### src/rtl/instruction_decoder.sv
// Registered 8-bit instruction decoder: classifies by opcode bits [7:6] into a
// one-hot mode and presents the operand fields one clock after capture.
module instruction_decoder (
  input  logic       clk,
  input  logic       rst_n,
  input  logic [7:0] instruction,
  input  logic       instr_valid,
  output logic       out_valid,
  output logic       mode0,
  output logic       mode1,
  output logic       mode2,
  output logic       mode3,
  output logic [5:0] imm,
  output logic [2:0] alu_op,
  output logic [2:0] src,
  output logic [2:0] dst,
  output logic [2:0] cond
);

  logic [5:0] operand_q, operand_d;
  logic [3:0] mode_q, mode_d;
  logic       valid_q, valid_d;

  function automatic logic [3:0] decode_mode(input logic [1:0] opcode);
    logic [3:0] onehot;
    onehot = 4'b0000;
    case (opcode)
      2'b00:   onehot = 4'b0001;
      2'b01:   onehot = 4'b0010;
      2'b10:   onehot = 4'b0100;
      default: onehot = 4'b1000;
    endcase
    return onehot;
  endfunction

  always_comb begin
    operand_d = operand_q;
    mode_d    = mode_q;
    valid_d   = instr_valid;
    if (instr_valid) begin
      operand_d = instruction[5:0];
      mode_d    = decode_mode(instruction[7:6]);
    end
  end

  // Mode is held in its own register so reset can leave no mode asserted.
  always_ff @(posedge clk or negedge rst_n) begin
    if (!rst_n) begin
      operand_q <= 6'd0;
      mode_q    <= 4'b0000;
      valid_q   <= 1'b0;
    end else begin
      operand_q <= operand_d;
      mode_q    <= mode_d;
      valid_q   <= valid_d;
    end
  end

  assign out_valid = valid_q;
  assign mode0     = mode_q[0];
  assign mode1     = mode_q[1];
  assign mode2     = mode_q[2];
  assign mode3     = mode_q[3];
  assign imm       = operand_q;
  assign alu_op    = operand_q[2:0];
  assign src       = operand_q[5:3];
  assign dst       = operand_q[2:0];
  assign cond      = operand_q[2:0];

endmodule

### config.mk
export PLATFORM = sky130hd
export DESIGN_NAME = instruction_decoder
export DESIGN_NICKNAME = d
export VERILOG_FILES = /design/src/rtl/instruction_decoder.sv
export SDC_FILE = /design/constraint.sdc
export NUM_CORES = 1
export LEC_CHECK = 0
export ABC_AREA = 0
export BUFFER_PORTS_ARGS = -buffer_cell sky130_fd_sc_hd__clkbuf_2
export CORE_AREA = 2 2 39 41
export DETAILED_ROUTE_END_ITERATION = 7
export DIE_AREA = 0 0 41 43
export PLACE_DENSITY = 0.84
export SLEW_MARGIN = 10
export SYNTH_ARGS = -nofsm -noshare
export SYNTH_HDL_FRONTEND = slang
export SYNTH_SLANG_ARGS = --single-unit
### constraint.sdc
create_clock -name clk -period 1.57 [get_ports clk]
set_input_delay 0.471 -clock clk [delete_from_list [all_inputs] [get_ports clk]]
set_output_delay 0.471 -clock clk [all_outputs]
set_load 0.01 [all_outputs]
After elaboration in Yosys (flattened, before gate mapping). Index checks and enable logic that the tools add are counted.

Equal/unequal tests: 2. Multiplexer cells: 1. Reductions and logical operators: 1.

Operators with widths (number): 4-bit one-hot mux with 3 select lines (1); 2-bit by 1-bit == test with 1-bit output, second input constant (1); 2-bit == test, second input constant (1); 2-bit logical NOT (1).

Register bits: 11. Input port bits: 11. Output and inout port bits: 23. Logic and storage cells: 7.

Depth between registers and ports, before layout. Gate-level depths: netlist of the first run.

Depth in word-level cells: 2. Mapped depth: 3.

Worst setup path before layout of the first run. Ideal clock, no wire load.

Path type: register to output. Start: register operand_q[0], in the netlist imm[0]. End: output port cond[0]. Data arrival time: 0.579 ns. Path slack: 0.520 ns. Stages on the path, launching flop included: 2. Buffers on the path: 1. Path through: dfrtp_1 buf_4.

RTL lines: from (decl) (line 20) `logic [5:0] operand_q, operand_d;`; from (signal assigned) (line 53) `operand_q <= operand_d;`; to (decl) (line 17) `output logic [2:0] cond`.

No word-level cell between the ends.

Worst setup path after layout of the first run.
Start: register operand_q[1], in the netlist imm[1]. End: output port dst[1].

RTL lines: to (decl) (line 16) `output logic [2:0] dst,`.

No word-level cell between the ends.

==> results.sh, run 1 <==
export IMPL_status="finished clean"
export IMPL_rsz0062_at_grt="no"
export IMPL_finalSetupViolations=0
export IMPL_coreArea_um2=1380
export IMPL_floorplan_die_area_um2=1760
export IMPL_critPathMaxStageDelay_ns=0.41
export IMPL_fin_ws_ns=0.264
export IMPL_setup_worst_path_class="reg2out"
export IMPL_floorplan_die_width_um=41
export IMPL_hold_path_class="in2async"
export IMPL_drt_pass1_iter_count=4
export IMPL_routed_vias=365
export IMPL_critical_path_endpoint_type="primary output"
export IMPL_cts_root_buffer_cell="clkbuf_4"
export IMPL_grt_first_pass_wirelength_mm=1.41
export IMPL_worst_path_buf_inv=1
export IMPL_placement_setup_worst_slack_ns=0.296
export IMPL_ys_seq_area_share_pct=52.9
export IMPL_cp_arrival_ns=0.84
export IMPL_syn_area_cell_um2=12.7
export IMPL_cts_tree="yes"
export IMPL_timing_worst_slew_pin_value_ns=0.328
export IMPL_synthToLayoutAreaGrowth_pct=21.2
export IMPL_numClockSinks=11
export IMPL_boundaryPins=34
export IMPL_fin_crit_share_pct=83.2
export IMPL_mappedNetlistNets=52
export IMPL_synthesis_area_um2=520
export IMPL_syn_instance_count=41
export IMPL_timing_hold_violations_final=0
export IMPL_postCtsResizedCells=0
export IMPL_cp_slowest_cell="dfrtp_1"
export IMPL_drtIter0Drc=10
export IMPL_crit_fanout=5
export IMPL_drtAntennaViolNets=0
export IMPL_nets=77
export IMPL_slew_viol_final=0
export IMPL_number_of_buffers_created_by_cts=3
export IMPL_static_leakage_power_nw=0.350
export IMPL_core_rowCount=14
export IMPL_clock_skew_final_ns=0
export IMPL_globalplace_congestion=0.634
export IMPL_ys_warns=0
export IMPL_critical_path_required_ns=1.10
export IMPL_cts_htree_levels=1
export IMPL_drive_gt1_share_pct=66.2
export IMPL_io_buffer_count=33
export IMPL_clock_tree_buffer_depth=2
export IMPL_antenna_found_initial=0
export IMPL_grt_start_max_net_pins=15
export IMPL_effective_utilization_at_floorplan_pct=37.6
export IMPL_clk_transition_reported_paths_ns=0.07
export IMPL_routed_wire_length_per_instance_um=13.0
export IMPL_path_delay_family="flip-flops"
export IMPL_grt_overflow_total=0
export IMPL_path_cells="clkbuf_2"
export IMPL_critical_path_startpoint_type="flop"
export IMPL_route_detailed_vias_per_inst=4.51
export IMPL_clk_latency_ns=0.26
export IMPL_power_per_cell_area_nw_per_um2=1050
export IMPL_power_ir_vdd_worst_mv=0.451
export IMPL_finalCriticalPeriod_ns=1.31
export IMPL_final_setup_tns_ns=0
export IMPL_postCtsSetupRepairBufs=0
export IMPL_first_global_vias=342
export IMPL_insertedDiodeCount=0
export IMPL_holdBufCountCts=0
export IMPL_fmax_mhz=765
export IMPL_dp_hpwl_um=844
export IMPL_finalWirelength_mm=1.06
export IMPL_slew_headroom_pct=78.2
export IMPL_height_of_the_chip_um=43
export IMPL_post_detailed_route_drc_marker_count=0
export IMPL_cap_viol_max_count=0
export IMPL_yosys_register_bits=11
export IMPL_netlist_cell_type_count=10
export IMPL_grt_use_total_pct=12.6
[final timing paths]
check	from	endpoint	slack (ns)	cells after the start
setup / recovery	imm[1]	dst[1]	0.26	1
hold / removal	rst_n	imm[5]	0.06	1
setup reg to reg	imm[0]	imm[0]	0.75	1
hold reg to reg	mode_q[0]	mode_q[0]	0.53	1
max in group asynchronous	rst_n	imm[2]	1.29	1
min in group clk	instruction[5]	imm[5]	0.44	2
[cells in the mapped netlist, drive strengths merged]
library cell / count / share of area, %
dfrtp: 11 / 53
o21ai: 3 / 2.9
mux2: 7 / 18
nand3b: 2 / 2.9
inv: 3 / 2.2
nand3: 1 / 0.96
buf: 13 / 19
nor2: 1 / 0.72
[cell families after synthesis]
kind of cell	Yosys count	synth area share, %
buffers and inverters	16	21.6
DFF	11	52.9
muxes	7	18.0
and+or+nand+nor	4	4.56
AOI/OAI and AO/OA	3	2.88
[cells in the final DEF (no fill, tap or decap)]
master    netlist  routed
clkbuf_1        0       1
clkbuf_2        0      33
clkbuf_4        0       3
dfrtp_1        11      11
inv_1           3       3
mux2_2          3       3
mux2_4          4       4
nand3_1         1       1
nand3b_1        2       2
nor2_1          1       1
o21ai_0         3       3
[metal layers]
metal	part of all wire, %	GRT usage, %	vias up
li1	-	-	168
met4	1.6	10.0	0
met5	0	0	-
met3	3.3	3.14	2
met2	59	21.3	13
met1	36	11.7	182
[final cells by class]
type                       instances  area [um^2]
clock buffer                       4         26.3
sequential                        11          275
fill                             135          753
timing repair buffer              33          165
tap                               16         20.0
inverter                           3         11.3
multi-input combinational         14          133
[state kept, by name, indices dropped and copies added, names as in the netlist]
name       flops
imm            6
out_valid      1
mode_q         4
[power breakdown]
part	switching, W	total (W)	internal [W]
clock network	0.0000898	0.000188	0.0000982
logic	0.0000741	0.000144	0.0000700
registers	0.0000210	0.000329	0.000309
[through the flow]
step | power, W | utilization, % | hold WS (ns) | std cells | area [um^2]
6_report | 0.000662 | 45.6 | 0.0640 | 81 | 631
5_1_grt | 0.000697 | 45.6 | 0.0754 | 81 | 631
4_1_cts | 0.000672 | 45.6 | 0.0649 | 81 | 631
3_5_place_dp | 0.000481 | 43.7 | 0.356 | 77 | 604
3_3_place_gp | 0.000474 | 43.7 | 0.354 | 77 | 604
2_1_floorplan | 0.000442 | - | 0.175 | 41 | 520
No activity file was read; power rests on OpenSTA's default activity.
==> run 2: changes to the inputs <==
- ABC_AREA: 0 -> 1
- CORE_AREA: 2 2 39 41 -> not set
- CORE_UTILIZATION: not set -> 35
- DIE_AREA: 0 0 41 43 -> not set
- PLACE_DENSITY: 0.84 -> 0.81
- clock period: 1.57 -> 1.19 ns (I/O delays scaled with it)
==> run 2 against run 1 <==
  * The flow now finishes with violations (negative setup slack)
  * Combinational power increased by 34%
  * Clock skew did not move
  * Clock power increased by 35%
  * Sequential power is 30% higher
  * Sequential cell count is the same
  * Hold slack improved by 0.23 ns
  * Synthesized area fell by 2.4%
  * Non-clock buffer count is 5 higher
  * Register-to-register slack got worse by 0.35 ns
==> results.sh, run 2 <==
export IMPL_clk_transition_reported_paths_ns=0.07
export IMPL_most_common_cell_after_layout_fill_and_taps_aside="nand2_1"
export IMPL_grt_start_max_net_pins=13
export IMPL_status="complete, but fails checks"
export IMPL_postSynth_topFlopCell="dfrtp_1"
export IMPL_synth_enable_flop_cells=0
export IMPL_crit_fanout=5
export IMPL_route_detailed_vias_per_inst=4.31
export IMPL_largest_reg_flops=6
export IMPL_count_of_placed_standard_cells_in_the_final_layout_fillers_left_out=102
export IMPL_clk_latency_ns=0.26
export IMPL_io_buffer_count=33
export IMPL_synth_most_common_cell="nand2_1"
export IMPL_path_cells="clkbuf_2"
export IMPL_critical_path_startpoint_type="flop"
export IMPL_failed_checks="negative setup slack"
export IMPL_syn_area_cell_um2=8.76
export IMPL_effective_utilization_at_floorplan_pct=38.6
export IMPL_drive_gt1_share_pct=48.3
export IMPL_syn_instance_count=58
export IMPL_critical_path_reg2reg_startpoint="imm[2]"
export IMPL_cp_slowest_cell="dfrtp_2"
export IMPL_synth_top_area_share_pct=54.2
export IMPL_seqCellArea_um2=277
export IMPL_timing_worst_slew_pin_value_ns=0.276
export IMPL_crit_reg2reg_capture="imm[2]"
export IMPL_timing_hold_violations_final=0
export IMPL_mappedNetlistNets=69
export IMPL_cts_tree="yes"
export IMPL_worstHoldPathCells=3
export IMPL_synthesis_area_um2=508
export IMPL_post_synth_main_area_contributors="dfrtp_1 (54%), nand2_1 (20%), buf_4 (18%), nand3_1 (3.0%), buf_6 (2.2%)"
export IMPL_fmax_mhz=835
export IMPL_netlist_cell_type_count=8
export IMPL_setup_worst_path_class="reg2out"
export IMPL_drtAntennaViolNets=0
export IMPL_hold_path_endpoint="imm[4]"
export IMPL_min_delay_start="instruction[4]"
export IMPL_slew_headroom_pct=81.6
export IMPL_cap_viol_max_count=0
export IMPL_coreArea_um2=1320
export IMPL_critical_path_required_ns=0.83
export IMPL_netlist_top_cells_count="nand2_1 (27), buf_4 (12), dfrtp_1 (11)"
export IMPL_first_global_vias=375
export IMPL_drtIter0Drc=6
export IMPL_multi_input_area_um2=120
export IMPL_postSynth_asyncResetShare_pct=100
export IMPL_ys_warns=0
export IMPL_worst_path_stages=1
export IMPL_clock_tree_buffer_depth=2
export IMPL_power_total_w=0.000874
export IMPL_critical_path_endpoint_type="primary output"
export IMPL_fin_ws_ns=-0.00760
export IMPL_grt_first_pass_wirelength_mm=1.49
export IMPL_core_rowCount=13
export IMPL_ys_seq_area_share_pct=54.2
export IMPL_worst_path_buf_inv=1
export IMPL_slew_viol_final=0
export IMPL_power_ir_vdd_worst_mv=0.571
export IMPL_fill_cells=129
export IMPL_finalWirelength_mm=1.04
export IMPL_floorplan_die_width_um=40.1
export IMPL_numClockSinks=11
export IMPL_yosys_register_bits=11
export IMPL_cts_root_buffer_cell="clkbuf_4"
export IMPL_finalSetupViolations=3
export IMPL_path_delay_family="flip-flops"
export IMPL_clock_skew_final_ns=0
export IMPL_hold_path_class="in2reg"
export IMPL_antenna_found_initial=0
export IMPL_nets=99
export IMPL_synthToLayoutAreaGrowth_pct=32.0
export IMPL_finalCriticalPeriod_ns=1.20
export IMPL_dp_hpwl_um=754
export IMPL_static_leakage_power_nw=0.421
export IMPL_number_of_buffers_created_by_cts=3
export IMPL_routed_wire_length_per_instance_um=10.2
export IMPL_timing_reg2reg_setup_slack_ns=0.40
export IMPL_place_detailed_instances=93
export IMPL_cp_arrival_ns=0.84
export IMPL_synth_largest_area_cell="dfrtp_1"
export IMPL_height_of_the_chip_um=40.1
export IMPL_critPathMaxStageDelay_ns=0.44
export IMPL_timing_reg2reg_worst_path_depth=3
export IMPL_routed_vias=440
export IMPL_rsz0062_at_grt="yes"
export IMPL_grt_use_total_pct=14.6
export IMPL_globalplace_congestion=0.746
export IMPL_power_per_cell_area_nw_per_um2=1300
export IMPL_commonest_cells_after_routing_fill_and_taps_aside="nand2_1 (27), clkbuf_2 (23), dfrtp_1 (10)"
export IMPL_insertedDiodeCount=0
export IMPL_grt_overflow_total=0
export IMPL_boundaryPins=34
export IMPL_floorplan_die_area_um2=1610
export IMPL_drt_pass1_iter_count=4
export IMPL_cts_htree_levels=1
export IMPL_post_detailed_route_drc_marker_count=0
export IMPL_fin_crit_share_pct=101
==> run 2: cell types whose count changed after synthesis <==
cell,change
inv_1,-1
inv_2,+1
mux2_2,-3
nand2_1,+27
nand3_1,+2
nand3b_1,-2
o21ai_0,-3
mux2_4,-4
==> run 2: how the worst max path moves through the flow <==
| stage | start | slack, ns | endpoint |
|---|---|---|---|
| 2_1_floorplan | imm[0] | 0.25 | cond[0] |
| 3_3_place_gp | instr_valid | 0.26 | mode_q[2] |
| 3_5_place_dp | instr_valid | 0.23 | mode_q[1] |
| 4_1_cts | imm[2] | -0.003 | cond[2] |
| 5_1_grt | imm[2] | -0.05 | alu_op[2] |
| 6_report | imm[2] | -0.008 | cond[2] |
==> run 2: layer usage <==
metal	share of wire (%)	GRT usage, %	vias up	routed length, um
met2	48	23.8	25	500
met4	1.1	12.9	0	11
met3	7.4	3.33	2	77
li1	-	-	221	-
met1	43	15.7	192	453
met5	0	0	-	0
==> run 2: final cells by class <==
cell class | instances | share of cell area, %
Sequential cell | 11 | 41.2
Timing Repair Buffer | 38 | 32.5
Multi-Input combinational cell | 31 | 17.9
Clock buffer | 4 | 3.92
Tap cell | 15 | 2.80
Inverter | 3 | 1.68
==> run 2: worst min-delay path, delay by kind of cell <==
family        cells  cell delay, ns
simple gates      2            0.09
buf+inv           1            0.07
==> run 2: stage by stage <==
| step | setup TNS (ns) | hold WS, ns | util [%] | instance area (um^2) | setup slack [ns] |
|---|---|---|---|---|---|
| floorplan | 0 | 0.0614 | - | 508 | 0.254 |
| global placement | 0 | 0.239 | 44.8 | 591 | 0.259 |
| detailed placement | 0 | 0.253 | 44.8 | 591 | 0.232 |
| CTS | -0.00328 | 0.284 | 49.3 | 649 | -0.00328 |
| global route | -0.450 | 0.284 | 50.9 | 671 | -0.0477 |
| finish | -0.0161 | 0.291 | 50.9 | 671 | -0.00760 |
==> run 2: logic make-up (layout without fill, tap and decap cells) <==
kind of cell	count (synthesis)	count (layout)	synth area share, %
buffers and inverters	16	45	22.2
DFF	11	11	54.2
and+or+nand+nor	31	31	23.6
==> run 2: where the power goes <==
| part | switching, W | internal [W] | leakage, nW |
|---|---|---|---|
| sequential | 0.0000233 | 0.000405 | 0.136 |
| clock | 0.000124 | 0.000130 | 0.0150 |
| combinational | 0.000101 | 0.0000916 | 0.270 |
==> run 2: timing repair <==
item	4_1_cts	5_1_grt
buffers inserted	3	1
hold endpoints to repair	11	0
resized for setup	0	13
hold buffers	1	0
setup endpoints to repair	9	16
==> run 3: changes to the inputs <==
- CORE_MARGIN: not set -> 2
==> run 3 against run 2 <==
  * The flow now finishes without violations
  * Design area shrank 2.1%
  * Sequential cell count is the same
  * First-iteration DRC count grew 17%
  * Wire length shrank 6.6%
  * Clock-buffer cell count is the same
  * Hold slack is essentially flat
  * Die area grew 10%
  * Critical path type unchanged
  * Highest routed layer unchanged
==> results.sh, run 3 (synthesis results as in run 2) <==
export IMPL_status="finished clean"
export IMPL_hold_path_class="in2reg"
export IMPL_placement_setup_worst_slack_ns=0.239
export IMPL_clk_latency_ns=0.26
export IMPL_critical_path_endpoint_type="primary output"
export IMPL_fin_crit_share_pct=98.8
export IMPL_effective_utilization_at_floorplan_pct=38.1
export IMPL_floorplan_die_area_um2=1770
export IMPL_grt_overflow_total=0
export IMPL_setup_worst_path_class="reg2out"
export IMPL_timing_hold_violations_final=0
export IMPL_coreArea_um2=1330
export IMPL_most_common_cell_after_layout_fill_and_taps_aside="clkbuf_2"
export IMPL_commonest_cells_after_routing_fill_and_taps_aside="clkbuf_2 (31), nand2_1 (27), dfrtp_1 (11)"
export IMPL_clock_skew_final_ns=0
export IMPL_fin_hold_ws_ns=0.291
export IMPL_slew_headroom_pct=81.6
export IMPL_finalWirelength_um=973
export IMPL_path_delay_family="flip-flops"
export IMPL_fin_ws_ns=0.0145
export IMPL_height_of_the_chip_um=42.1
export IMPL_io_buffer_count=33
export IMPL_grt_first_pass_wirelength_mm=1.59
export IMPL_boundaryPins=34
export IMPL_crit_fanout=5
export IMPL_min_delay_start="instruction[3]"
export IMPL_routed_vias=422
export IMPL_timing_worst_slew_pin_value_ns=0.276
export IMPL_place_detailed_instances=93
export IMPL_critical_path_required_ns=0.83
export IMPL_antenna_found_initial=0
export IMPL_post_detailed_route_drc_marker_count=0
export IMPL_worst_setup_path_startpoint="imm[2]"
export IMPL_slew_viol_final=0
export IMPL_number_of_buffers_created_by_cts=3
export IMPL_worst_path_buf_inv=1
export IMPL_drive_gt1_share_pct=47.1
export IMPL_power_total_w=0.000860
export IMPL_routed_wire_length_per_instance_um=9.54
export IMPL_count_of_placed_standard_cells_in_the_final_layout_fillers_left_out=102
export IMPL_cap_viol_max_count=0
export IMPL_insertedDiodeCount=0
export IMPL_power_per_cell_area_nw_per_um2=1310
export IMPL_floorplan_die_width_um=42.1
export IMPL_critical_path_reg2reg_startpoint="imm[0]"
export IMPL_globalplace_congestion=0.680
export IMPL_critPathMaxStageDelay_ns=0.41
export IMPL_timing_reg2reg_setup_slack_ns=0.43
export IMPL_power_ir_vdd_worst_mv=0.576
export IMPL_drtAntennaViolNets=0
export IMPL_synthToLayoutAreaGrowth_pct=29.3
export IMPL_path_cells="clkbuf_2"
export IMPL_critical_path_startpoint_type="flop"
export IMPL_numClockSinks=11
export IMPL_cts_tree="yes"
export IMPL_first_global_vias=352
export IMPL_finalCriticalPeriod_ns=1.18
export IMPL_route_detailed_vias_per_inst=4.14
export IMPL_clk_transition_reported_paths_ns=0.07
export IMPL_cp_arrival_ns=0.82
export IMPL_static_leakage_power_nw=0.418
export IMPL_core_rowCount=13
export IMPL_largest_reg_flops=6
export IMPL_grt_start_max_net_pins=13
export IMPL_clock_tree_buffer_depth=2
export IMPL_grt_use_total_pct=12.5
export IMPL_drtIter0Drc=7
export IMPL_fmax_mhz=851
export IMPL_cts_htree_levels=1
export IMPL_finalSetupViolations=0
export IMPL_nets=99
export IMPL_drt_pass1_iter_count=4
export IMPL_cts_root_buffer_cell="clkbuf_4"
export IMPL_rsz0062_at_grt="yes"
export IMPL_cp_slowest_cell="dfrtp_1"
## run 3: changes by cell type in the layout (fill, tap and decap cells not counted)
cell,previous run,this run
buf_2,8,2
dfrtp_1,10,11
clkbuf_2,23,31
buf_6,2,0
dfrtp_2,1,0
## run 3: per-layer routing
layer | wire length, um | track usage (%) | vias to the layer above
met1 | 428 | 15.8 | 175
met4 | 10 | 9.38 | 0
li1 | - | - | 222
met2 | 410 | 17.2 | 23
met3 | 124 | 4.74 | 2
met5 | 0 | 0 | -
## run 3: repair_timing
item | CTS | global route
buffers inserted | 1 | 3
gates resized for setup | 0 | 2
hold buffers | 1 | 0
endpoints found under the hold margin | 11 | 0
setup endpoints to repair | 3 | 13
## run 3: per-stage QoR
step	TNS [ns]	util, %	cell area [um^2]
floorplan	0	-	508
global route	-0.161	49.2	657
CTS	0	47.6	634
detailed placement	0	44.3	591
finish	0	49.2	657
global placement	0	44.3	591
## run 3: area by class of cell
class                      count  area (um^2)
clock buffer                   4         26.3
fill                         134          677
inverter                       3         11.3
multi-input combinational     31          120
sequential                    11          275
tap                           15         18.8
timing repair buffer          38          205
## run 3: path summary, 6_finish.rpt
kind,end,cells past startpoint
worst max-delay path,alu_op[2],1
worst min-delay path,imm[3],3
worst max register to register,imm[0],3
worst min register to register,mode_q[1],2
max in group asynchronous,imm[0],2
min in group asynchronous,out_valid,2
## run 3: report_power, final
group          internal [W]  total [W]  leakage [nW]  switching (W)
combinational     0.0000844   0.000184         0.266      0.0000998
sequential         0.000404   0.000426         0.137      0.0000217
clock              0.000129   0.000250        0.0150       0.000121
